### src/rtl/audio_i2s_tx.sv
// I2S transmitter: one-entry holding register feeding a 64-bit-clock stereo frame, mono sample duplicated left/right.
// Build option AUDIO_I2S_TX_UNDERRUN_HOLD_EN: an underrun frame repeats the previous word instead of sending silence.
module audio_i2s_tx #(
  parameter int CLK_DIV = 4
) (
  input  logic               clk,
  input  logic               rst,
  input  logic               enable,
  input  logic signed [15:0] in_sample,
  input  logic               in_valid,
  output logic               in_ready,
  input  logic               underrun_clr,
  output logic               i2s_bclk,
  output logic               i2s_lrclk,
  output logic               i2s_sdata,
  output logic               underrun
);

  localparam logic [7:0] DIV_LAST = 8'(CLK_DIV - 1);

  logic [7:0]  div_cnt;
  logic [5:0]  bit_cnt;
  logic [15:0] frame_word;
  logic [15:0] holding;
  logic        holding_full;
  logic        ready_q;
  logic        bclk_q;
  logic        lrclk_q;
  logic        sdata_q;
  logic        underrun_q;

  logic        div_wrap;
  logic        bclk_fall;
  logic        frame_load;
  logic        accept;
  logic        underrun_set;
  logic        full_next;
  logic [5:0]  bit_next;
  logic [15:0] underrun_word;
  logic [15:0] word_next;
  logic [3:0]  sdata_idx;
  logic        sdata_next;

  always_comb begin
    div_wrap     = enable && (div_cnt == DIV_LAST);
    bclk_fall    = div_wrap && bclk_q;
    frame_load   = bclk_fall && (bit_cnt == 6'd63);
    accept       = in_valid && in_ready;
    underrun_set = frame_load && !holding_full;
    // Holding frees on a frame load; a simultaneous accept (only possible when empty) refills it.
    full_next    = (holding_full && !frame_load) || accept;
    bit_next     = bit_cnt + 6'd1;
`ifdef AUDIO_I2S_TX_UNDERRUN_HOLD_EN
    underrun_word = frame_word;
`else
    underrun_word = 16'd0;
`endif
    word_next = frame_word;
    if (frame_load) begin
      word_next = holding_full ? holding : underrun_word;
    end
  end

  // One-bit I2S delay: slot bit 0 is idle, MSB goes out on bit 1 (left) / 33 (right).
  always_comb begin
    sdata_idx  = 4'd0;
    sdata_next = 1'b0;
    if ((bit_next >= 6'd1) && (bit_next <= 6'd16)) begin
      sdata_idx  = 4'(6'd16 - bit_next);
      sdata_next = frame_word[sdata_idx];
    end else if ((bit_next >= 6'd33) && (bit_next <= 6'd48)) begin
      sdata_idx  = 4'(6'd48 - bit_next);
      sdata_next = frame_word[sdata_idx];
    end
  end

  always_ff @(posedge clk or posedge rst) begin
    if (rst) begin
      div_cnt      <= 8'd0;
      bclk_q       <= 1'b0;
      bit_cnt      <= 6'd0;
      lrclk_q      <= 1'b0;
      sdata_q      <= 1'b0;
      frame_word   <= 16'd0;
      holding      <= 16'd0;
      holding_full <= 1'b0;
      ready_q      <= 1'b0;
      underrun_q   <= 1'b0;
    end else if (!enable) begin
      // Idle: frame word zeroed so the next enable starts with a silent, unflagged frame.
      div_cnt      <= 8'd0;
      bclk_q       <= 1'b0;
      bit_cnt      <= 6'd0;
      lrclk_q      <= 1'b0;
      sdata_q      <= 1'b0;
      frame_word   <= 16'd0;
      holding_full <= 1'b0;
      ready_q      <= 1'b0;
      underrun_q   <= underrun_q && !underrun_clr;
    end else begin
      div_cnt <= div_wrap ? 8'd0 : div_cnt + 8'd1;
      if (div_wrap) begin
        bclk_q <= !bclk_q;
      end
      if (bclk_fall) begin
        bit_cnt <= bit_next;
        lrclk_q <= bit_next[5];
        sdata_q <= sdata_next;
      end
      frame_word <= word_next;
      if (accept) begin
        holding <= in_sample;
      end
      holding_full <= full_next;
      ready_q      <= !full_next;
      underrun_q   <= underrun_set || (underrun_q && !underrun_clr);
    end
  end

  // Gated by enable so a disable is seen the same cycle; in_valid never reaches in_ready.
  assign in_ready  = ready_q && enable;
  assign i2s_bclk  = bclk_q;
  assign i2s_lrclk = lrclk_q;
  assign i2s_sdata = sdata_q;
  assign underrun  = underrun_q;

endmodule
### config.mk
export PLATFORM = sky130hd
export DESIGN_NAME = audio_i2s_tx
export DESIGN_NICKNAME = d
export VERILOG_FILES = /design/src/rtl/audio_i2s_tx.sv
export SDC_FILE = /design/constraint.sdc
export NUM_CORES = 1
export LEC_CHECK = 0
export CAP_MARGIN = 10
export CORE_ASPECT_RATIO = 0.7
export CORE_MARGIN = 2
export CORE_UTILIZATION = 35
export DETAILED_ROUTE_END_ITERATION = 8
export GPL_TIMING_DRIVEN = 0
export REMOVE_ABC_BUFFERS = 1
export SLEW_MARGIN = 20
export SYNTH_ARGS = -nofsm -noshare
export SYNTH_HDL_FRONTEND = slang
export SYNTH_SLANG_ARGS = --single-unit
### constraint.sdc
create_clock -name clk -period 3.99 [get_ports clk]
set_clock_uncertainty 0.2 [all_clocks]
set_input_delay 0.798 -clock clk [delete_from_list [all_inputs] [get_ports clk]]
set_output_delay 0.798 -clock clk [all_outputs]
set_load 0.01 [all_outputs]
# After elaboration in Yosys (flattened, before gate mapping)
# Cells that the tools add are included.
[word_totals]
output_inout_bits = 5
reg_bits = 52
wordCells = 65
[classes]
n_lt_le_gt_ge = 6
reduce_logical = 18
eq_ne = 5
add_sub_neg = 4
n_mux = 22
[op_table]
columns = ["cell", "count"]
rows = [
  ["16-bit 2-to-1 mux", 3],
  ["8-bit 2-to-1 mux", 2],
  ["1-bit 2-to-1 mux", 13],
  ["6-bit 2-to-1 mux", 2],
  ["1-bit logical AND", 10],
  ["4-bit by 5-bit less-than comparator with 1-bit output, second input constant", 2],
  ["8-bit by 1-bit adder with 8-bit output, second input constant", 1],
  ["1-bit binary-select mux with 4-bit select", 2],
  ["8-bit by 2-bit == test with 1-bit output, second input constant", 1],
  ["1-bit by 4-bit subtractor with 4-bit output, first input constant", 2],
  ["6-bit by 1-bit adder with 6-bit output, second input constant", 1],
  ["6-bit == test, second input constant", 1],
  ["6-bit by 1-bit >= comparator with 1-bit output, second input constant", 1],
  ["6-bit >= comparator, second input constant", 1],
  ["6-bit by 5-bit less-or-equal comparator with 1-bit output, second input constant", 1],
  ["6-bit less-or-equal comparator, second input constant", 1],
  ["2-bit by 1-bit inequality test with 1-bit output, second input constant", 3],
  ["1-bit zero test", 5],
  ["1-bit logical OR", 2],
  ["2-bit AND reduction", 1],
]

# Longest topological paths before layout
[logic_depth]
ltp_word = 9
ltp_mapped = 10
mapped_depth_nobuf = 8

# Worst setup path after synthesis
# No wires, ideal clock.
[synth_path]
path_type = "register to register"
from = "register bit_cnt[0]"
to = "register sdata_q, in the netlist i2s_sdata"
stages_incl_launch_ff = 11
setup_time_ps = 128
t_arrival_ps = 2050
t_required_ps = 3662
period_less_slack_ps = 2378
setup_slack_ps = 1612
path_cell_list = "dfrtp_1 buf_2 inv_1 ha_1 buf_2 or3_1 o31ai_1 a221o_1 nor3_1 nor3_1 o22ai_1"
[synth_between]
elab_chain_len = 8
word_cells_on_any_way = 17
classes_between = "3 x add/sub; 4 x order compare; 8 x mux; 2 x reduce/logical"
[synth_lines]
columns = ["item", "line", "rtl"]
rows = [
  ["from (decl)", "22", "logic [5:0] bit_cnt;"],
  ["from (signal assigned)", "106", "bit_cnt <= bit_next;"],
  ["6-bit by 1-bit adder with 6-bit output *", "52", "bit_next = bit_cnt + 6'd1;"],
  ["1-bit by 4-bit subtractor with 4-bit output", "69, 72", ""],
  ["1-bit binary-select mux with 4-bit select", "70, 73", ""],
  ["1-bit 2-to-1 mux (implied by the code)", "70, 73", ""],
  ["1-bit 2-to-1 mux", "71", "end else if ((bit_next >= 6'd33) && (bit_next <= 6'd48)) begin"],
  ["1-bit 2-to-1 mux *", "68", "if ((bit_next >= 6'd1) && (bit_next <= 6'd16)) begin"],
  ["1-bit 2-to-1 mux *", "105", "if (bclk_fall) begin"],
  ["1-bit 2-to-1 mux *", "89", "end else if (!enable) begin"],
  ["to (signal assigned)", "108", "sdata_q <= sdata_next;"],
  ["to (decl)", "29", "logic sdata_q;"],
]
# Every way passes the cells marked *; elsewhere a longest branch is shown, timed or not. The select of a mux whose other input is x is not followed.
# A chain may end at the register's enable or synchronous reset.

# Worst setup path in the final report
[layout_path]
from = "input enable"
to = "output in_ready"
[layout_between]
elab_chain_len = 1
[layout_lines]
columns = ["item", "line", "rtl"]
rows = [
  ["from (decl)", "8", "input logic enable,"],
  ["1-bit logical AND", "121", "assign in_ready = ready_q && enable;"],
  ["to (decl)", "11", "output logic in_ready,"],
]
# No other way between the ends.

==> qor.txt <==
FF-to-FF setup slack = 1.25 ns
Max-Cap Viols = 0
#FFs+latches synth = 51
Internal Power = 0.000738 W
Worst hold path type = flip-flop to flip-flop
Worst VDD drop = 0.000172 V
Post-Syn Area = 2340 sq um
Initial DRC count = 61
Sw power = 0.000226 W
DR WL/cell = 13.4 um
Fillers = 588
Power share of the clock group = 29.8%
Detailed Route WL = 4070 um
Worst-margin pin slew = 0.783 ns
First-pass GRT wire length = 7110 um
Max-slew headroom = 47.7%
Crit path largest cell delay = 0.76 ns
CTS-repair resized insts = 0
Final #Nets = 236
Slowest cell on the critical path = clkdlybuf4s50_1
Via count = 1449
Commonest non-fill, non-tap cell in the layout = dfrtp_1
Drt pass-1 iters = 4
Die H = 72.5 um
EDFF count, synth = 0
Ant. Diodes = 0
Cells along the critical path = clkdlybuf4s50_1, and2_1, clkdlybuf4s50_1
Clk slew on worst S/H paths = 0.09 ns
Layout cells sized above 1 = 12.7%
Multi-input gate area = 977 sq um
Seq. cell area = 1280 sq um
TNS Setup = 0 ns
Largest driver fanout on the critical path = 16
CP Capture Type = output pin
Overall routing resource usage = 12.7%
Core Region = 6340 sq um
I/O pin total = 26
Final Wtd Congestion = 0.794
Pwr/cell area = 350 nW/um^2
CTS tree = yes
Worst skew pair latency = 0.30 ns
Synthesis Warnings = 0
Num rows = 24
DRT antenna net count = 0
Seq/Total Area, Yosys = 54.5%
Htree depth = 2
Area growth syn-to-layout = 17.6%
Hold Crit Start = div_cnt[0]
Largest net degree at the start of global routing = 32
Worst R2R End = i2s_sdata
CTS sink cnt = 51
RSZ-0062 raised after global routing = false
# DRC = 0
Critical Path Source Type = primary input
Vias in the first global route = 1427
Vias per inst = 4.77
CTS buffer count = 5
CTS Buffer Depth = 2
Synth Flop Type = dfrtp_1
Worst hold stages = 1
Full die area = 7380 sq um
Period utilisation layout = 82.7%
Sw Share = 23.4%
Avg Cell Area, Syn = 12.4 sq um
Final Util = 43.5%
CP Class = primary input to output pin
Synth Instances = 189
Hold path endpoint = div_cnt[0]
Setup-failing EPs final = 0
Max-slew violation count = 0
Logic gate share of total power = 9.8%
WP buf/inv = 2
Total grt overflow = 0
Crit path DAT = 2.30 ns
CP delay by family, top = buffers and inverters
Seq pwr share = 60.4%
Port buffer count = 25
Fmax = 303 MHz
Clock root cell = clkbuf_8
Post-synth cell types = 37
Static Leakage = 1.18 nW
Most frequent cells in the layout = 51 x dfrtp_1, 25 x clkdlybuf4s50_1, 16 x a22o_1
Hold WS = 0.271 ns
FF-to-FF path depth = 8
Critical Path RT = 2.99 ns
Fin. Hold Viols = 0
Crit Reg-Reg Startpoint = bit_cnt[0]
Tmin final = 3.30 ns
CTS Hold Buffers Added = 0
DP HPWL = 2790 um
CP most frequent cell = clkdlybuf4s50_1
Die width = 102 um
Post-CTS Setup Repair Bufs = 0
Status = finished, final reports clean
Number of antenna violations at the first check in global routing = 0
Initial Util = 37.0%
FFs w/ async S/R, synth = 100%
[through the flow]
step	cells	worst slack, ns	area, sq um	power (W)
finish	304	0.690	2760	0.000963
floorplan	179	1.59	2280	0.000645
detailed placement	296	0.683	2680	0.000690
global route	304	0.563	2760	0.00101
global placement	295	0.672	2650	0.000684
CTS	304	0.682	2760	0.000979
[synth_stat cells, types with 2 or more instances]
cell       n  area [sq um]
nand3_1    6          30.0
mux2_2     9           101
inv_1      8          30.0
buf_2      3          15.0
nor2_1    13          48.8
nand4_1    3          18.8
mux2_1     7          78.8
mux2i_1    2          20.0
o22ai_1    3          18.8
mux4_2     4          90.1
and3_1     3          18.8
buf_6      2          22.5
a22o_1    16           140
ha_1       3          37.5
xnor2_1    9          78.8
nand2_1   12          45.0
and2_1     8          50.1
nor3_1     3          15.0
nor2b_1    2          12.5
xor2_1     3          26.3
clkbuf_1   4          15.0
dfrtp_1   51          1280
[area by class of cell]
type | count | area share, %
clock buffer | 7 | 2.77
clock inverter | 1 | 0.182
inverter | 8 | 1.09
multi-input combinational | 120 | 35.5
sequential | 51 | 46.3
tap | 91 | 4.13
timing repair buffer | 26 | 10.1
[metal layers]
layer / up-vias / GRT usage [%] / share of wire [%]
li1: 713 / - / -
met1: 703 / 19.1 / 52
met2: 27 / 17.3 / 41
met3: 6 / 3.37 / 4.3
met4: 0 / 4.95 / 1.8
met5: - / 0 / 0
[cells by family (layout without fill, tap and decap cells)]
family	after synthesis	after routing	synth area share, %
muxes	22	22	12.4
buffers and inverters	18	42	3.84
AOI/OAI and AO/OA	26	26	9.13
xor gates and xnor gates	12	12	4.49
adders and majority gates	3	3	1.60
and+or+nand+nor	57	57	14.1
DFF	51	51	54.5
[state kept, by name (all words and copies together) (netlist names)]
signal        flops
bit_cnt           6
i2s_bclk          1
ready_q           1
underrun          1
frame_word       16
i2s_sdata         1
div_cnt           8
holding          16
holding_full      1
[worst reg2reg max path: cells and delay by family (launching register included)]
kind	cells	cell delay, ns
compound gates	3	0.48
fa+ha+maj	1	0.48
buf+inv	1	0.17
flops	1	0.62
simple gates	3	0.69
[worst max-delay path by stage]
stage               cells after the start        from        end  slack (ns)
floorplan                               8  bit_cnt[0]  i2s_sdata        1.59
global placement                        3      enable   in_ready        0.67
detailed placement                      3      enable   in_ready        0.68
CTS                                     3      enable   in_ready        0.68
global route                            3      enable   in_ready        0.56
finish                                  3      enable   in_ready        0.69
[power by group through the flow]
stage | Combinational [W] | Clock (W) | Sequential, W
CTS | 0.0000966 | 0.000300 | 0.000583
global route | 0.000107 | 0.000313 | 0.000589
finish | 0.0000941 | 0.000288 | 0.000582
global placement | 0.0000918 | 0 | 0.000593
floorplan | 0.0000587 | 0 | 0.000586
detailed placement | 0.0000966 | 0 | 0.000593
Note: power is estimated with default switching activity, not from simulation.
==> patch 1: new RTL, config.mk and constraints unchanged <==
Make the reset (`rst`) synchronous in one clocked block.
--- a/src/rtl/audio_i2s_tx.sv
+++ b/src/rtl/audio_i2s_tx.sv
@@ -74,7 +74,7 @@
     end
   end
 
-  always_ff @(posedge clk or posedge rst) begin
+  always_ff @(posedge clk) begin
     if (rst) begin
       div_cnt      <= 8'd0;
       bclk_q       <= 1'b0;
Behaviour: differs if rst is asserted again (counterexample within 4 cycles, from zero or initial values and one cycle with rst high); with rst held inactive, the same outputs for 10 cycles.
==> patch 1 against the unedited design <==
- critical path depth increased by 1
- setup slack improved by 180 ps
- area after synthesis decreased by 6.8%
- routed wire length increased by 7.0%
- sequential share of layout area decreased by 6.7 points
- final area decreased by 6.6%
- sequential cell count unchanged
- register-to-register slack improved by 20 ps
- largest cell class is now multi-input combinational cells
Power is not compared: it rests on default switching activity, and its combinational part moved more than twofold at a synthesized area within 25%.
==> patch 1: results (changes against the unedited design) <==
| Metric | Value |
|---|---|
| Worst-path fanout max | `28 (+12)` |
| Status | `finished, final reports clean` |
| Largest net degree at the start of global routing | `29 (-9.4%)` |
| Worst path slowest cell | `nand2b_1` |
| Final net count | `299 (+27%)` |
| Wl on met1 | `2.24 mm (+5.2%)` |
| GRT Total Usage | `13.3% (+0.58 points)` |
| Post-DP HPWL | `2.99 mm (+7.3%)` |
| Arr. time, crit path | `3120 ps (+820 ps)` |
| Met1 usage | `18.0% (-1.1 points)` |
| Crit-path max cell delay | `810 ps (+50 ps)` |
| Compound-Gate Fraction of Synth Area | `10.6% (+1.5 points)` |
| Worst slew pin tran | `1070 ps (+289 ps)` |
| Routed met3 length | `121 um (-31%)` |
| Top cells by count, synth | `nand2_1 (57), dfxtp_1 (51), a21oi_1 (36)` |
| Reg2reg start | `bit_cnt[0]$_SDFFE_PP0P_` |
| DR iter-0 viols | `104 (+70%)` |
| Post-synthesis xor/xnor area fraction | `4.81% (+0.33 points)` |
| Vias/cell | `4.84 (+1.6%)` |
| Share of post-route cells with drive strength above 1 | `6.88% (-5.8 points)` |
| Placed cells | `346 (+17%)` |
| Synth Area in Adders | `1.72% (+0.12 points)` |
| Mux share of post-synthesis cell area | `4.58% (-7.8 points)` |
| Met2 Use GR | `20.9% (+3.6 points)` |
| Vias in the first global route | `1,615 (+13%)` |
| Worst setup path startpoint | `rst` |
| Global placer's final weighted congestion | `0.752 (-5.4%)` |
| Fraction of registers with async set/reset | `0% (-100 points)` |
| Drt wl/cell | `12.3 um (-8.1%)` |
| Met3 Usage GRT | `3.00% (-0.37 points)` |
==> patch 1: final timing paths <==
path | end | slack (ps) | cells past startpoint
max | i2s_sdata$_SDFFE_PP0P_ | 870 | 4
min | frame_word[6]$_SDFFE_PP0P_ | 260 | 2
max reg2reg | i2s_sdata$_SDFFE_PP0P_ | 1270 | 7
min reg2reg | frame_word[6]$_SDFFE_PP0P_ | 260 | 2
==> patch 1: cell type report <==
class | instances | share of cell area [%]
Multi-Input combinational cell | 187 | 41.5
Sequential cell | 51 | 39.7
Tap cell | 78 | 3.79
Clock inverter | 2 | 1.36
Timing Repair Buffer | 25 | 9.72
Clock buffer | 6 | 3.21
Inverter | 5 | 0.729
==> patch 1: stage by stage <==
stage | instance area, sq um | total power, mW | worst slack, ps
after floorplan | 2110 | 0.542 | 1510
after global placement | 2460 | 0.570 | 517
after detailed placement | 2460 | 0.571 | 534
after CTS | 2570 | 0.942 | 848
after global routing | 2570 | 0.970 | 673
final | 2570 | 0.930 | 874
==> patch 2: new RTL, same settings <==
Made on the original files. The option `AUDIO_I2S_TX_UNDERRUN_HOLD_EN` is turned on by a define.
--- a/src/rtl/audio_i2s_tx.sv
+++ b/src/rtl/audio_i2s_tx.sv
@@ -1,5 +1,7 @@
 // I2S transmitter: one-entry holding register feeding a 64-bit-clock stereo frame, mono sample duplicated left/right.
 // Build option AUDIO_I2S_TX_UNDERRUN_HOLD_EN: an underrun frame repeats the previous word instead of sending silence.
+`define AUDIO_I2S_TX_UNDERRUN_HOLD_EN
+
 module audio_i2s_tx #(
   parameter int CLK_DIV = 4
 ) (
Check against the original RTL: no difference found for any inputs over 10 cycles, from zero or initial values and one cycle with rst high; that may be too few to reach the edited logic, so the function may still have changed.
==> patch 2 against the unedited design <==
- sequential cell count unchanged
- routed wire length is 5.3% higher
- register-to-register slack got worse by 60 ps
- total power up 10%
- final area increased by 6.2%
- area after synthesis is 7.3% higher
- combinational power is 4.1% higher
- setup slack worse by 350 ps
- first-iteration DRC count shrank 31%
- critical path type unchanged
- largest power group unchanged
==> patch 2: results (changes against the unedited design) <==
| Metric | Value |
|---|---|
| Status | `finished, final reports clean` |
| Global placer's final weighted congestion | `0.783 (-1.4%)` |
| Placed Area | `2810 sq um (+5.1%)` |
| Final net count | `268 (+14%)` |
| Vias/cell | `4.72 (-0.98%)` |
| GRT Total Usage | `12.2% (-0.51 points)` |
| Cell Pwr Density | `362 nW/um^2 (+3.5%)` |
| Internal cell power | `0.823 mW (+12%)` |
| P_leak | `1.23 nW (+3.7%)` |
| Maximum clock path buffer count | `2 (unchanged)` |
| Share of post-route cells with drive strength above 1 | `27.3% (+15 points)` |
| Placed cells | `331 (+12%)` |
| Area contributors post-synth | `dfrtp_1 (51%), mux2_2 (7.2%), o21ai_2 (5.6%), nand2_2 (4.0%), nand2_1 (3.9%)` |
| Worst-path fanout max | `22 (+6)` |
| Clock Root Buffer | `clkbuf_8` |
| Worst-path clk slew | `90 ps (about the same)` |
| DR iter-0 viols | `42 (-31%)` |
| Top cells by count, synth | `dfrtp_1 (51), nand2_1 (26), nor2_1 (20)` |
| Crit-path max cell delay | `1020 ps (+260 ps)` |
| Arr. time, crit path | `2650 ps (+350 ps)` |
| Synthesized instance count | `224 (+19%)` |
| Post-DP HPWL | `2.98 mm (+7.1%)` |
| First-pass GRT wire length | `7.58 mm (+6.5%)` |
| Comb pwr share | `9.3% (-0.5 points)` |
| Total wire length | `4.29 mm (+5.3%)` |
| Worst VDD drop | `0.000131 V (-24%)` |
| Largest net degree at the start of global routing | `28 (-13%)` |
| TritonCTS buffer count | `5 (unchanged)` |
| Unique masters post-synth | `36 (-2.7%)` |
| DR vias | `1,600 (+10%)` |
| Register area share after synthesis | `50.8% (-3.7 points)` |
| Max_slew headroom | `43.7% (-4.0 points)` |
patch 2: metal layers:
metal,track usage [%],vias to the layer above,share of wire [%]
li1,-,805,-
met1,18.2,760,54
met2,17.3,30,41
met3,2.94,5,4.0
met4,4.00,0,1.1
met5,0,-,0
patch 2: final timing paths:
| kind | startpoint | endpoint | slack (ps) | depth (start not counted) |
|---|---|---|---|---|
| min in group asynchronous | rst | holding[13]$_DFFE_PP0P_ | 650 | 2 |
| worst min register to register | holding_full$_DFF_PP0_ | underrun$_DFF_PP0_ | 270 | 1 |
| worst min-delay path | holding_full$_DFF_PP0_ | underrun$_DFF_PP0_ | 270 | 1 |
| worst max-delay path | enable | in_ready | 340 | 3 |
| worst max register to register | bit_cnt[0]$_DFFE_PP0P_ | i2s_sdata$_DFFE_PP0P_ | 1190 | 8 |
| max in group asynchronous | rst | bit_cnt[3]$_DFFE_PP0P_ | 2420 | 3 |
patch 2: logic make-up (layout without fill, tap and decap cells):
family | after synthesis | in the layout | share of synthesized area, %
DFF | 51 | 51 | 50.8
and+or+nand+nor | 88 | 88 | 17.8
buffers and inverters | 22 | 43 | 5.67
adders and majority gates | 3 | 3 | 1.49
muxes | 22 | 22 | 11.5
AOI/OAI and AO/OA | 26 | 26 | 8.56
xor gates and xnor gates | 12 | 12 | 4.18
patch 2: stage by stage:
stage	hold WS [ps]	setup slack, ps	utilization, %
2_1_floorplan	237	867	-
3_3_place_gp	256	-539	40.4
3_5_place_dp	257	333	41.0
4_1_cts	274	321	42.7
5_1_grt	307	228	42.7
6_report	272	340	42.7
patch 2: layout make-up:
cell class,instances,share of cell area [%]
clock buffer,6,2.82
clock inverter,2,1.20
inverter,8,1.03
multi-input combinational,151,37.4
sequential,51,43.6
tap,94,4.02
timing repair buffer,27,9.91
